--- src/rtl/udp_dff_reg.sv ---
// WIDTH-bit edge-triggered D register with enable, write mask and change tracking.
// Optional `UDP_DFF_XHOLD_EN: X/Z data bits hold q and raise x_seen (simulation only).
module udp_dff_reg #(
    parameter int               WIDTH     = 1,
    parameter logic [WIDTH-1:0] RESET_VAL = '0,
    parameter int               CNT_W     = 8
) (
    input  logic             clk,
    input  logic             rst_n,
    input  logic             en,
    input  logic [WIDTH-1:0] wmask,
    input  logic [WIDTH-1:0] d,
    output logic [WIDTH-1:0] q,
    output logic             q_changed,
`ifdef UDP_DFF_XHOLD_EN
    output logic             x_seen,
`endif
    output logic [CNT_W-1:0] chg_cnt
);

    localparam logic [CNT_W-1:0] CNT_MAX = '1;

    logic [WIDTH-1:0] q_q, q_d;
    logic [WIDTH-1:0] wr;
    logic             chg_q, chg_d;
    logic [CNT_W-1:0] cnt_q, cnt_d;

`ifdef UDP_DFF_XHOLD_EN
    logic [WIDTH-1:0] dx;
    logic             xs_q, xs_d;

    always_comb begin
        dx = '0;
        for (int i = 0; i < WIDTH; i++) begin
            dx[i] = $isunknown(d[i]);
        end
    end

    assign wr   = en ? (wmask & ~dx) : '0;
    assign xs_d = en & (|(wmask & dx));
`else
    assign wr = en ? wmask : '0;
`endif

    assign q_d   = (q_q & ~wr) | (d & wr);
    assign chg_d = (q_d != q_q);

    always_comb begin
        cnt_d = cnt_q;
        if (chg_d && cnt_q != CNT_MAX) begin
            cnt_d = cnt_q + CNT_W'(1);
        end
    end

    // Reset wins over en and drops the capture pending in the same cycle.
    always_ff @(posedge clk) begin
        if (!rst_n) begin
            q_q   <= RESET_VAL;
            chg_q <= 1'b0;
            cnt_q <= '0;
        end else begin
            q_q   <= q_d;
            chg_q <= chg_d;
            cnt_q <= cnt_d;
        end
    end

`ifdef UDP_DFF_XHOLD_EN
    always_ff @(posedge clk) begin
        if (!rst_n) begin
            xs_q <= 1'b0;
        end else begin
            xs_q <= xs_d;
        end
    end

    assign x_seen = xs_q;
`endif

    assign q         = q_q;
    assign q_changed = chg_q;
    assign chg_cnt   = cnt_q;

endmodule

--- config.mk ---
export PLATFORM = sky130hd
export DESIGN_NAME = udp_dff_reg
export DESIGN_NICKNAME = d
export VERILOG_FILES = /design/src/rtl/udp_dff_reg.sv
export SDC_FILE = /design/constraint.sdc
export NUM_CORES = 1
export LEC_CHECK = 0
export BUFFER_PORTS_ARGS = -buffer_cell sky130_fd_sc_hd__buf_4
export CAP_MARGIN = 20
export CORE_MARGIN = 5
export CORE_UTILIZATION = 36
export CTS_CLUSTER_DIAMETER = 30
export DETAILED_ROUTE_END_ITERATION = 6
export MAX_ROUTING_LAYER = met4
export PLACE_DENSITY_LB_ADDON = 0.1
export SLEW_MARGIN = 10
export SYNTH_ARGS = -nofsm -noshare
export SYNTH_HDL_FRONTEND = slang
export SYNTH_SLANG_ARGS = --single-unit
--- constraint.sdc ---
create_clock -name clk -period 2.8 [get_ports clk]
set_input_delay 0.56 -clock clk [delete_from_list [all_inputs] [get_ports clk]]
set_output_delay 0.56 -clock clk [all_outputs]
set_load 0.03 [all_outputs]
; ---- Word-level counts from Yosys, hierarchy flattened
; Index checks and enable logic that the tools add are counted.
[classes]
n_eq_ne = 2
mux = 1
n_addsub = 1
n_bitwise = 4
n_reduce_logical = 1
[ops]
columns = cell, n
row1 = $add A8 B1 Y8 const B, 1
row2 = $ne A8 B8 Y1 const B, 1
row3 = $and A1 B1 Y1, 2
row4 = $logic_and A1 B1 Y1, 1
row5 = $mux W1, 1
row6 = $ne A1 B1 Y1, 1
row7 = $not A1 Y1, 1
row8 = $or A1 B1 Y1, 1
[word_totals]
register_bits = 10
in_bits = 5
out_inout_bits = 10
word_cells = 12

; ---- Logic depth before layout (Yosys ltp)
[depth]
depth_word = 6
mapped_depth = 5
ltp_nobuf = 5

; ---- Worst setup path before layout
; OpenSTA, ideal clock, no wires.
[synth_timing]
path_kind = register to register
start = register cnt_q[0] (netlist: chg_cnt[0])
end = register cnt_q[0] (netlist: chg_cnt[0])
slack_ns = 1.319
arrival_time_ns = 1.365
path_stages_with_launch = 6
n_path_buf = 0
cell_sequence = dfxtp_1 ha_1 and3_1 a211o_1 xor2_1 nor2_1
[synth_via]
elab_chain_len = 2
word_cells_on_any_way = 3
[synth_rtl]
columns = item, line_no
row1 = "start, declared", 26  ; logic [CNT_W-1:0] cnt_q, cnt_d;
row2 = "start signal, assigned", 64  ; cnt_q <= cnt_d;
row3 = "parallel branches: the longest is 2 deep, another holds $add A8 B1 Y8", --
; Several ways; the timed one is not identified.
; A chain may end at the register's enable or synchronous reset.

; ---- Worst setup path after layout
[layout_timing]
start = register cnt_q[7] (netlist: chg_cnt[7])
end = output port chg_cnt[7]
[layout_rtl]
columns = item, line_no
row1 = "end, declared", 18  ; output logic [CNT_W-1:0] chg_cnt
; No word-level cell between the ends.

==> flow_summary.ini <==
[run_status]
status = completed

[route]
drtIter0Drc = 4
viasPerCell = 5.14
routed_wl_um = 1040
vias = 432
drc = 0
wire_per_inst_um = 12.4
firstDrtPassIters = 4
ant_nets = 0

[timing]
worstMarginPinSlew_ns = 0.351
rsz0062_at_grt = false
hold_violations = 0
fin_setup_tns_ns = 0
setup_viol = 0
fin_crit_sh_pct = 51.9
maxSlewViolCount = 0
slew_headroom_pct = 76.4
max_clock_freq_mhz = 688
period_minus_slack_ns = 1.45
skew_ns = 0.00249

[setup_path]
worst-setup-path-type = flip-flop to output port
crit_buf_inv = 1
cp.required_ns = 2.24
end_kind = output port
crit_family = flip-flops
crit_slowest_cell = dfxtp_1
critical_path_depth = 1
cp.arrival_ns = 0.89
start_kind = flip-flop
crit_chain = buf_4
worst-path-max-fanout = 7
critPathMaxStageDelay_ns = 0.43
r2r_cells = 5

[clock_network]
postCtsSetupBuffers = 0
hold_buffers = 0
cts.sinks = 10
clk_latency_ns = 0.27
htreeDepth = 1
tritoncts = done
clock_path_buffers = 2
root_buffer = clkbuf_4
cts_made_buffers = 3
clk_pin_slew_ns = 0.06
cts_resized = 0

[cells_and_area]
syn_to_final_growth_pct = 28.2
drive_above_1_share_pct = 27.5
utilization_pct = 47.8
nets = 77
final_cells = 84
final_area_sq_um = 614
antenna_cells = 0

[die]
die_height_um = 46.5
die_w_um = 46.5
core_area_sq_um = 1280
rows = 13
initial_core_util_pct = 37.3
num_io_pins = 15
die_area_sq_um = 2160

[logic_synthesis]
ys_ff_latch = 10
synth_sequential_area_ratio_pct = 41.8
synthCells = 53
syn_area_per_cell_sq_um = 9.04
yosysWarnings = 0
synth.distinct_cells = 24
synth_area_sq_um = 479
syn_nets = 59
yosysTopAreaCellShare_pct = 41.8
synth_area_leaders = dfxtp_1 (42%), mux2i_1 (6.3%), nand2_1 (6.3%), nand3_1 (4.2%), xnor2_2 (3.4%)
yosysTopAreaCell = dfxtp_1

[placed_design]
place_area_sq_um = 592
hpwlAfterDp_um = 761
place.gp.congestion = 0.727
port_buffers = 14
dp_cells = 81

[worst_hold_path]
whs_path_depth = 2
hold_path_class = flip-flop to flip-flop

[power_and_ir_drop]
total_leakage_power_nw = 0.285
ir_worst_vdd_mv = 0.232
p_per_area_nw_per_um2 = 446

[run]
drv_cap = 0

[grt]
grt_max_degree = 10
grt_pass1_vias = 369
gr-usage-all-layers_pct = 11.8
grt_overflow = 0
antenna_found_initial = 0
grt_pass1_wl_um = 1660
through the flow:
stage                     setup WS [ns]  power (W)  hold slack [ns]
final                              1.35   0.000274            0.517
after global routing               1.28   0.000286            0.534
after CTS                          1.34   0.000276            0.518
after detailed placement           1.21   0.000179            0.486
after global placement             1.22   0.000179            0.480
after floorplan                    1.32   0.000167            0.600
sequential cells by signal (all words and copies together) (netlist names):
name / count
chg_cnt: 8
q: 1
q_changed: 1
layout make-up:
cell class	instances	area, sq um
fill	122	671
multi-input combinational	41	264
sequential	10	200
timing repair buffer	14	105
clock buffer	3	22.5
tap	15	18.8
inverter	1	3.75
path summary, 6_finish.rpt:
| kind | startpoint | to | slack (ns) |
|---|---|---|---|
| hold reg to reg | chg_cnt[1] | chg_cnt[1] | 0.52 |
| hold / removal | chg_cnt[1] | chg_cnt[1] | 0.52 |
| setup / recovery | chg_cnt[7] | chg_cnt[7] | 1.35 |
| setup reg to reg | chg_cnt[0] | chg_cnt[0] | 1.37 |
metal layers:
metal  GRT usage, %  vias to the layer above  routed length (um)
li1               -                      227                   -
met1           13.9                      187                 469
met2           15.9                       16                 457
met3           7.03                        2                 102
met4           5.11                        0                  13
met5              -                        -                   0
kinds of logic (layout without fill, tap and decap cells):
| family | after synthesis | after routing | synth area share [%] |
|---|---|---|---|
| simple gates | 27 | 27 | 30.0 |
| compound gates | 8 | 8 | 11.0 |
| flops | 10 | 10 | 41.8 |
| buf+inv | 2 | 18 | 3.13 |
| mux | 3 | 3 | 6.27 |
| xor+xnor | 2 | 2 | 5.22 |
| fa+ha+maj | 1 | 1 | 2.61 |
where the power goes:
| group | internal [W] | switching, W | leakage [nW] | total (W) |
|---|---|---|---|---|
| Clock | 0.0000497 | 0.0000485 | 0.0138 | 0.0000982 |
| Combinational | 0.0000119 | 0.0000165 | 0.190 | 0.0000285 |
| Sequential | 0.000145 | 0.00000240 | 0.0809 | 0.000147 |
| Total | 0.000206 | 0.0000674 | 0.285 | 0.000274 |
placed cells by master (no fill, tap or decap):
| master | n |
|---|---|
| nor4_1 | 1 |
| xor2_1 | 1 |
| nand3b_1 | 1 |
| o21ai_0 | 2 |
| nor3_1 | 3 |
| a211o_1 | 1 |
| a31oi_1 | 1 |
| and4_1 | 1 |
| a21oi_1 | 2 |
| clkbuf_4 | 3 |
| and4b_1 | 1 |
| nand2b_1 | 2 |
| a41o_1 | 1 |
| inv_1 | 1 |
| dfxtp_1 | 10 |
| buf_4 | 14 |
| nand3_1 | 4 |
| a211oi_1 | 1 |
| nor2_1 | 3 |
| xnor2_2 | 1 |
| ha_1 | 1 |
| and3_1 | 2 |
| mux2i_1 | 3 |
| nor3_2 | 1 |
| nand2_1 | 8 |
synth_stat cells:
library cell,count
dfxtp_1,10
nand2_1,8
nand3_1,4
mux2i_1,3
nor2_1,3
nor3_1,3
a21oi_1,2
and3_1,2
nand2b_1,2
o21ai_0,2
a211o_1,1
a211oi_1,1
a31oi_1,1
a41o_1,1
and4_1,1
and4b_1,1
buf_6,1
ha_1,1
inv_1,1
nand3b_1,1
nor3_2,1
nor4_1,1
xnor2_2,1
xor2_1,1
Power figures use the tool's default switching activity.
